===== src/rtl/mux_arb_reg_if.sv =====
// Bundle of the N-channel request side and the registered output side of mux_arb_reg.
interface mux_arb_reg_if #(
   parameter int unsigned WIDTH = 32,
   parameter int unsigned N     = 8
);
   localparam int unsigned SW = $clog2(N);

   logic [N*WIDTH-1:0] in_data;
   logic [N-1:0]       in_valid;
   logic [N-1:0]       in_last;
   logic [N-1:0]       in_ready;
   logic [WIDTH-1:0]   out_data;
   logic [SW-1:0]      out_sel;
   logic               out_last;
   logic               out_valid;
   logic               out_ready;

   modport master (
      output in_data, in_valid, in_last, out_ready,
      input  in_ready, out_data, out_sel, out_last, out_valid
   );

   modport slave (
      input  in_data, in_valid, in_last, out_ready,
      output in_ready, out_data, out_sel, out_last, out_valid
   );
endinterface


===== src/rtl/mux_arb_reg.sv =====
// N-to-1 burst-aware arbiter (fixed priority or round-robin) feeding a one-deep
// registered output stage; a burst holds the grant until its last beat.
module mux_arb_reg #(
   parameter int unsigned WIDTH = 32,
   parameter int unsigned N     = 8,
   parameter int unsigned MODE  = 1
) (
   input  logic           clk,
   input  logic           rst,
   mux_arb_reg_if.slave   bus
);
   localparam int unsigned SW = $clog2(N);

   typedef enum logic {StArb, StLock} state_e;

   state_e        state;
   logic [SW-1:0] ptr;
   logic [SW-1:0] lk;
   logic [SW-1:0] g;
   logic [SW-1:0] g_inc;
   logic          gv;
   logic          ld;
   logic          xfer;

   assign ld    = !bus.out_valid | bus.out_ready;
   assign xfer  = ld & gv & !rst;
   assign g_inc = (g == SW'(N - 1)) ? '0 : g + 1'b1;

   // Descending scans so the highest-priority candidate is written last.
   always_comb begin
      int idx;
      idx = 0;
      g   = '0;
      gv  = 1'b0;
      if (state == StLock) begin
         g  = lk;
         gv = bus.in_valid[lk];
      end else if (MODE == 0) begin
         for (int i = int'(N) - 1; i >= 0; i--) begin
            if (bus.in_valid[i]) begin
               g  = SW'(i);
               gv = 1'b1;
            end
         end
      end else begin
         for (int k = int'(N) - 1; k >= 0; k--) begin
            idx = (int'(ptr) + k) % int'(N);
            if (bus.in_valid[idx]) begin
               g  = SW'(idx);
               gv = 1'b1;
            end
         end
      end
   end

   always_comb begin
      bus.in_ready = '0;
      if (xfer) begin
         bus.in_ready[g] = 1'b1;
      end
   end

   always_ff @(posedge clk or posedge rst) begin
      if (rst) begin
         bus.out_valid <= 1'b0;
         bus.out_data  <= '0;
         bus.out_sel   <= '0;
         bus.out_last  <= 1'b0;
         ptr           <= '0;
         lk            <= '0;
         state         <= StArb;
      end else begin
         if (ld) begin
            bus.out_valid <= xfer;
            if (xfer) begin
               bus.out_data <= bus.in_data[int'(g)*int'(WIDTH) +: WIDTH];
               bus.out_sel  <= g;
               bus.out_last <= bus.in_last[g];
            end
         end
         if (xfer) begin
            if (MODE == 1) begin
               ptr <= g_inc;
            end
            if (state == StArb && !bus.in_last[g]) begin
               state <= StLock;
               lk    <= g;
            end else if (state == StLock && bus.in_last[g]) begin
               state <= StArb;
            end
         end
      end
   end
endmodule


===== src/flat_wrapper.sv =====
// flat-port wrapper written by rule: the top's interface ports become plain ports
module mux_arb_reg_flat 
#(
   parameter int unsigned WIDTH = 32,
   parameter int unsigned N     = 8,
   parameter int unsigned MODE  = 1
)
  (clk, rst, bus_in_data, bus_in_valid, bus_in_last, bus_out_ready, bus_in_ready, bus_out_data, bus_out_sel, bus_out_last, bus_out_valid);
  mux_arb_reg_if #(.WIDTH(WIDTH), .N(N)) bus_i ();
  input  logic clk;
  input  logic rst;
  input wire logic [$bits(bus_i.in_data)-1:0] bus_in_data;
  input wire logic [$bits(bus_i.in_valid)-1:0] bus_in_valid;
  input wire logic [$bits(bus_i.in_last)-1:0] bus_in_last;
  input wire logic [$bits(bus_i.out_ready)-1:0] bus_out_ready;
  output wire logic [$bits(bus_i.in_ready)-1:0] bus_in_ready;
  output wire logic [$bits(bus_i.out_data)-1:0] bus_out_data;
  output wire logic [$bits(bus_i.out_sel)-1:0] bus_out_sel;
  output wire logic [$bits(bus_i.out_last)-1:0] bus_out_last;
  output wire logic [$bits(bus_i.out_valid)-1:0] bus_out_valid;
  assign bus_i.in_data = bus_in_data;
  assign bus_i.in_valid = bus_in_valid;
  assign bus_i.in_last = bus_in_last;
  assign bus_i.out_ready = bus_out_ready;
  assign bus_in_ready = bus_i.in_ready;
  assign bus_out_data = bus_i.out_data;
  assign bus_out_sel = bus_i.out_sel;
  assign bus_out_last = bus_i.out_last;
  assign bus_out_valid = bus_i.out_valid;
  mux_arb_reg #(.WIDTH(WIDTH), .N(N), .MODE(MODE)) u_core (.clk(clk), .rst(rst), .bus(bus_i));
endmodule

===== config.mk =====
export PLATFORM = sky130hd
export DESIGN_NAME = mux_arb_reg_flat
export DESIGN_NICKNAME = d
export VERILOG_FILES = /design/src/rtl/mux_arb_reg_if.sv /design/src/rtl/mux_arb_reg.sv /design/src/flat_wrapper.sv
export SDC_FILE = /design/constraint.sdc
export NUM_CORES = 1
export LEC_CHECK = 0
export BUFFER_PORTS_ARGS = -buffer_cell sky130_fd_sc_hd__buf_2
export CAP_MARGIN = 40
export CORE_AREA = 5 5 120 122
export DETAILED_ROUTE_END_ITERATION = 8
export DIE_AREA = 0 0 125 127
export GPL_TIMING_DRIVEN = 0
export HOLD_SLACK_MARGIN = 0.05
export PLACE_DENSITY_LB_ADDON = 0.3
export SLEW_MARGIN = 10
export SYNTH_ARGS = -nofsm -noshare
export SYNTH_HDL_FRONTEND = slang
export SYNTH_SLANG_ARGS = --single-unit

===== constraint.sdc =====
create_clock -name clk -period 5.2 [get_ports clk]
set_clock_uncertainty 0.2 [all_clocks]
set_input_delay 0.78 -clock clk [delete_from_list [all_inputs] [get_ports clk]]
set_output_delay 0.78 -clock clk [all_outputs]
set_load 0.05 [all_outputs]

==> out/summary.log, run 1 <==
qor: status.run_status complete, no violations
qor: worst_hold_path.hold_depth 1
qor: final_layout.ff_latch_area 0.001102 mm^2
qor: clocking.numCtsBuffers 5
qor: worst_setup_path.crit_path_cell_trace clkbuf_4, inv_1, ha_4, clkbuf_4, mux4_2, mux2i_1, a31o_2, a21bo_2, a21oi_1, nor2b_1, buf_2, buf_2, buf_4, nand2_1, nor2_1, buf_2
qor: sta.clock.fmax 199.5 MHz
qor: sta.worstMarginPinSlew 638.3 ps
qor: routing.route.detailed.vias_per_inst 5.486
qor: sta.post-route-period-util 96.41%
qor: worst_setup_path.setup.worst_path.start_class flip-flop
qor: routing.drt_first_pass_iters 5
qor: global_routing.grt_remaining_overflow 0
qor: global_routing.grt_pass1_wl 34.29 mm
qor: synthesis.synthDominantCellAreaShare 21.25%
qor: clocking.cts_hold_repair.buffers 0
qor: placed_design.place.port_buffers 317
qor: routing.post-route-drc-count 0
qor: synthesis.synth_top_cells_by_area dfrtp_1 21%, mux2_2 16%, mux2i_1 15%
qor: die.rows 42
qor: routing.vias 6,095
qor: global_routing.pin_count_of_the_biggest_net_entering_global_routing 25
qor: synthesis.synth.yosys.seq_area_share 21.25%
qor: routing.antenna_violating_nets_post_route 0
qor: worst_setup_path.timing.critical_path.slowest_cell_delay 460 ps
qor: clocking.clock_sink_count 44
qor: worst_setup_path.crit_path_end_kind primary output
qor: sta.worst_slack 186.5 ps
qor: clocking.clock_insertion_delay_at_the_later_pin_of_the_skew_report 280 ps
qor: final_layout.final_cell_count_no_fill 1,111
qor: synthesis.syn_inst 607
qor: sta.slew_headroom 57.45%
qor: routing.routed_wire_length_per_instance 20.63 um
qor: die.core 0.01309 mm^2
qor: synthesis.synth-async-reset-ratio 100.0%
qor: worst_setup_path.worstReg2RegStart u_core.ptr[1]
qor: clocking.clockBufferDepth 2
qor: clocking.htree_levels 2
qor: placed_design.dp.final_hpwl 18.71 mm
qor: routing.totalWireLength 22.92 mm
qor: die.chipWidth 125 um
qor: worst_setup_path.r2r_cells 17
qor: die.die_area 0.01588 mm^2
qor: sta.timing.final.max_slew_violations 0
qor: sta.final_setup_viols 0
qor: die.starting_density_of_the_core 39.61%
qor: worst_setup_path.crit_type reg -> out
qor: die.design.portCount 320
qor: worst_setup_path.worst_ep_arrival_time 4030 ps
qor: worst_setup_path.data_required_time_of_the_worst_path 4220 ps
qor: clocking.worst_setup_hold_path_clk_slew 60 ps
qor: worst_hold_path.min_to u_core.bus.out_sel[0]
qor: global_routing.initial_antenna_violation_count 3
qor: synthesis.ys_dominant_reg_cell dfrtp_1
qor: synthesis.synth_nets 887
qor: synthesis.yosysUniqueCellTypes 49
qor: worst_setup_path.crit_path_max_fanout 10
qor: clocking.ctsRootBufferMaster clkbuf_16
qor: job.max_cap_violations 0
qor: worst_setup_path.worstPathBufferInverterCount 7
qor: sta.finalWorstPathRequiredPeriod 5013 ps
qor: clocking.tritoncts_clock_tree yes
qor: final_layout.multi_input_comb_area 0.003804 mm^2
qor: worst_setup_path.worst_path_cell_with_the_longest_stage_delay dfrtp_2
qor: final_layout.drive_above_1_share 48.61%
qor: global_routing.via_count_of_the_first_global_routing_pass 6,160
qor: synthesis.post_synth_instance_area 0.005182 mm^2
qor: worst_setup_path.ff2ff_setup_slack 380 ps
qor: placed_design.placed_cells_incl_taps 1,101
qor: routing.drt_iter0_drc 485
qor: global_routing.grt.total_usage 26.96%
qor: synthesis.synth-warning-count 0
qor: synthesis.synthesis.area_per_instance 8.538 um^2
qor: die.floorplan.die.height 127 um
qor: placed_design.dp_worst_setup_slack -101.5 ps
qor: placed_design.place_congestion 0.9796
qor: sta.final_hold_viol_count 0
qor: final_layout.final_core_utilization 55.38%
qor: final_layout.final.fill_count 1,291
qor: worst_setup_path.regToRegEndpoint u_core.lk[2]
qor: worst_hold_path.hold_path_class reg -> reg
qor: synthesis.synth-edff-count 0
qor: worst_setup_path.path_delay_family buffers and inverters
qor: final_layout.areaGrowthSynthToFinish 39.84%
qor: final_layout.nets 1,213
qor: synthesis.synth_largest_area_cell dfrtp_1
qor: worst_setup_path.cpMostUsedCell buf_2
qor: worst_hold_path.hp-start u_core.bus.out_sel[0]
qor: synthesis.ys_ff_latch 44
-- metal layers --
layer / routed length, um / global-route usage, % / vias up / share of wire (%)
met4: 473 / 6.633 / 4 / 2.1
met5: 27 / 0 / - / 0.12
met3: 1423 / 4.341 / 31 / 6.2
met2: 11860 / 48.50 / 277 / 52
li1: - / - / 2908 / -
met1: 9137 / 33.89 / 2875 / 40
-- through the flow --
stage               hold slack, ps  TNS [ps]  area [um^2]
floorplan                    323.8         0         5182
global placement             277.6    -880.3         6989
detailed placement           279.4    -627.7         7009
CTS                          299.6         0         7188
global route                 327.3    -4.446         7247
finish                       296.7         0         7247
-- cell type report --
type	instances	share of cell area [%]
Inverter	13	0.7769
Multi-Input combinational cell	494	52.49
Timing Repair Buffer	321	22.62
Sequential cell	44	15.21
Antenna cell	1	0.03453
Clock buffer	6	1.916
Clock inverter	2	0.1381
Buffer	54	3.781
Tap cell	176	3.039
-- cells in the final DEF (no fill, tap or decap), types with 10 or more instances in the layout --
cell type | Yosys | routed
mux4_2 | 13 | 13
buf_4 | 1 | 10
o2bb2ai_1 | 32 | 32
nor3_1 | 37 | 37
mux2_2 | 72 | 72
dfrtp_1 | 44 | 43
buf_2 | 19 | 327
mux2i_1 | 80 | 77
a21oi_1 | 11 | 11
nand2_1 | 84 | 84
nor2_1 | 49 | 49
nand3_1 | 10 | 10
clkbuf_1 | 30 | 26
a211oi_1 | 35 | 35
-- how the worst max path moves through the flow --
stage                             start              end  slack (ps)  cells past startpoint
final                     u_core.ptr[1]  bus_in_ready[2]         190                     16
after floorplan           u_core.ptr[0]  bus_in_ready[5]         300                     17
after CTS                 u_core.ptr[1]  bus_in_ready[5]          10                     17
after global routing      u_core.ptr[0]  bus_in_ready[7]          -4                     18
after detailed placement  u_core.ptr[0]  bus_in_ready[5]        -100                     18
after global placement    u_core.ptr[0]  bus_in_ready[5]        -150                     18
-- Yosys cell counts, types with 12 or more instances --
library cell	count
clkbuf_1	30
mux4_2	13
nand2_1	84
a211oi_1	35
inv_1	12
mux2_2	72
buf_2	19
dfrtp_1	44
nor3_1	37
o2bb2ai_1	32
mux2i_1	80
nor2_1	49
-- state kept, by name, indices dropped and copies added, names as in the netlist --
register / cells
u_core.lk: 3
u_core.ptr: 3
u_core.bus.out_data: 32
u_core.bus.out_last: 1
u_core.state: 1
u_core.bus.out_valid: 1
u_core.bus.out_sel: 3
-- cell families after synthesis --
group	after synthesis	share of synthesized area, %
AND/OR/NAND/NOR	208	17.79
multiplexers	165	36.75
AO/OA/AOI/OAI	113	16.54
buffers and inverters	69	5.963
flip-flops	44	21.25
adder cells (fa/ha/maj)	5	1.207
XOR/XNOR	3	0.5071
-- repair_timing --
item,in CTS,in global routing
endpoints found under the setup margin,10,9
setup buffers,0,3
gates resized for setup,11,11
Power of run 1 is not shown: default switching activity piles up to over one toggle a cycle in this logic, so the estimate is an artifact.
==> run 2, diff against run 1 <==
Settings changed: BUFFER_PORTS_ARGS -buffer_cell sky130_fd_sc_hd__buf_2 to default, CORE_AREA 5 5 120 122 to 5 5 122 124, DIE_AREA 0 0 125 127 to 0 0 127 129, DONT_BUFFER_PORTS from default to 1.
Clock period 5.2 ns to 4.7 ns, I/O delays scaled along.
==> run 2 against run 1 <==
- critical path type unchanged
- largest cell class unchanged
- setup slack worse by 27 ps
- non-clock buffer count is 311 lower
- cell count decreased by 28%
- via count shrank 16%
- cell area down 19%
==> out/summary.log, run 2 (synthesis gave the netlist of run 1 again) <==
qor: worst_setup_path.worst_ep_arrival_time 3640 ps
qor: worst_setup_path.crit_type reg -> out
qor: clocking.htree_levels 2
qor: die.floorplan.die.height 129 um
qor: die.core 0.01367 mm^2
qor: routing.drt_first_pass_iters 5
qor: sta.grt_setup_unrepaired true
qor: clocking.worst_setup_hold_path_clk_slew 60 ps
qor: routing.antenna_violating_nets_post_route 0
qor: placed_design.dp_worst_setup_slack -766.0 ps
qor: worst_setup_path.crit_path_end_kind primary output
qor: clocking.ctsRootBufferMaster clkbuf_16
qor: sta.worst_slack 159.2 ps
qor: clocking.clock_sink_count 44
qor: placed_design.place.port_buffers 0
qor: clocking.clock_insertion_delay_at_the_later_pin_of_the_skew_report 300 ps
qor: sta.post-route-period-util 96.61%
qor: die.chipWidth 127 um
qor: die.die_area 0.01638 mm^2
qor: clocking.tritoncts_clock_tree yes
qor: clocking.clockBufferDepth 2
qor: worst_setup_path.setup.worst_path.start_class flip-flop
qor: clocking.numCtsBuffers 5
qor: final_layout.nets 902
qor: sta.final_hold_viol_count 0
qor: global_routing.grt_pass1_wl 31.67 mm
qor: final_layout.final_core_utilization 42.94%
qor: die.rows 43
qor: sta.clock.fmax 220.2 MHz
qor: die.design.portCount 320
qor: sta.finalWorstPathRequiredPeriod 4541 ps
qor: global_routing.pin_count_of_the_biggest_net_entering_global_routing 27
qor: routing.drt_iter0_drc 372
qor: job.max_cap_violations 0
qor: worst_setup_path.crit_path_max_fanout 10
qor: final_layout.areaGrowthSynthToFinish 13.23%
qor: placed_design.place_congestion 0.9561
qor: placed_design.dp.final_hpwl 17.89 mm
qor: final_layout.final.fill_count 1,409
qor: final_layout.final_common_cell nand2_1
qor: final_layout.layout.cells.most_common_list 83 x nand2_1, 75 x mux2i_1, 72 x mux2_2, 43 x nor2_1, 43 x dfrtp_1
qor: worst_hold_path.hold_path_class in -> async
qor: routing.totalWireLength 22.12 mm
qor: die.starting_density_of_the_core 37.92%
qor: final_layout.drive_above_1_share 25.72%
qor: final_layout.regMostFlops u_core.bus.out_data
qor: final_layout.largest_register_ff_count 32
qor: worst_setup_path.data_required_time_of_the_worst_path 3800 ps
qor: routing.post-route-drc-count 0
qor: sta.timing.final.max_slew_violations 0
qor: global_routing.initial_antenna_violation_count 4
qor: sta.worstMarginPinSlew 851.0 ps
qor: sta.slew_headroom 43.27%
qor: global_routing.grt.total_usage 25.44%
qor: status.run_status complete, no violations
qor: global_routing.via_count_of_the_first_global_routing_pass 5,244
qor: sta.final_setup_viols 0
qor: routing.vias 5,095
qor: global_routing.grt_remaining_overflow 0
qor: routing.routed_wire_length_per_instance 27.47 um
qor: routing.route.detailed.vias_per_inst 6.329
run 2: cell count changes in the layout (fill, tap and decap cells not counted), moves of 2 or more:
cell / delta
clkinv_2: -2
nor2_4: +5
nor2_1: -6
mux2i_4: +3
clkbuf_2: +2
diode_2: +2
clkbuf_1: -3
buf_2: -317
mux2i_1: -2
buf_6: +10
run 2: layer usage:
metal	up-vias	global-route usage [%]	wire [um]
met2	257	42.31	11200
met4	0	7.192	442
met5	-	0	0
li1	2282	-	-
met3	27	5.562	1663
met1	2529	33.43	8808
run 2: path summary, 6_finish.rpt:
check | startpoint | cells after the start | endpoint | slack (ps)
worst max-delay path | u_core.ptr[0] | 14 | bus_in_ready[5] | 160
worst min-delay path | rst | 1 | u_core.bus.out_valid | 110
worst max register to register | u_core.ptr[0] | 18 | u_core.lk[2] | 180
worst min register to register | u_core.lk[2] | 1 | u_core.lk[2] | 420
max in group asynchronous | rst | 2 | u_core.ptr[1] | 3650
min in group clk | bus_out_ready | 2 | u_core.bus.out_valid | 390
run 2: cell type report:
cell class                 instances  area (um^2)  area share, %
multi-input combinational        494         3902          66.50
buffer                            52        309.0          5.267
antenna                            3        7.507         0.1279
sequential                        44         1102          18.78
tap                              180        225.2          3.838
timing repair buffer              12        110.1          1.876
inverter                          13        58.81          1.002
clock buffer                       7        152.6          2.601
run 2: critical path, cell delays in order (launching register included):
cell and delay [ps]:
dfrtp_1 360, buf_6 130, buf_6 150, clkinvlp_4 120, ha_4 300, buf_6 140
mux4_2 400, and3b_2 260, a2111oi_2 370, o211ai_1 160, o21a_1 170, inv_4 160
clkbuf_2 320, nor2_1 110, buf_6 170
run 2: timing repair:
item,CTS,global route
hold buffers,0,0
endpoints found under the setup margin,49,29
pin swaps,4,4
buffers inserted,3,5
resized for setup,34,22
run 2: through the flow:
step	area, um^2	hold slack, ps	TNS, ps	instances
final	5868	110.2	0	805
after global routing	5868	140.3	-45.02	805
after CTS	5738	113.1	-8.760	798
after detailed placement	5463	396.7	-17680	791
after global placement	5420	390.7	-15200	787
after floorplan	5195	323.8	-269.8	607
Power of run 2 is left out for the same reason.
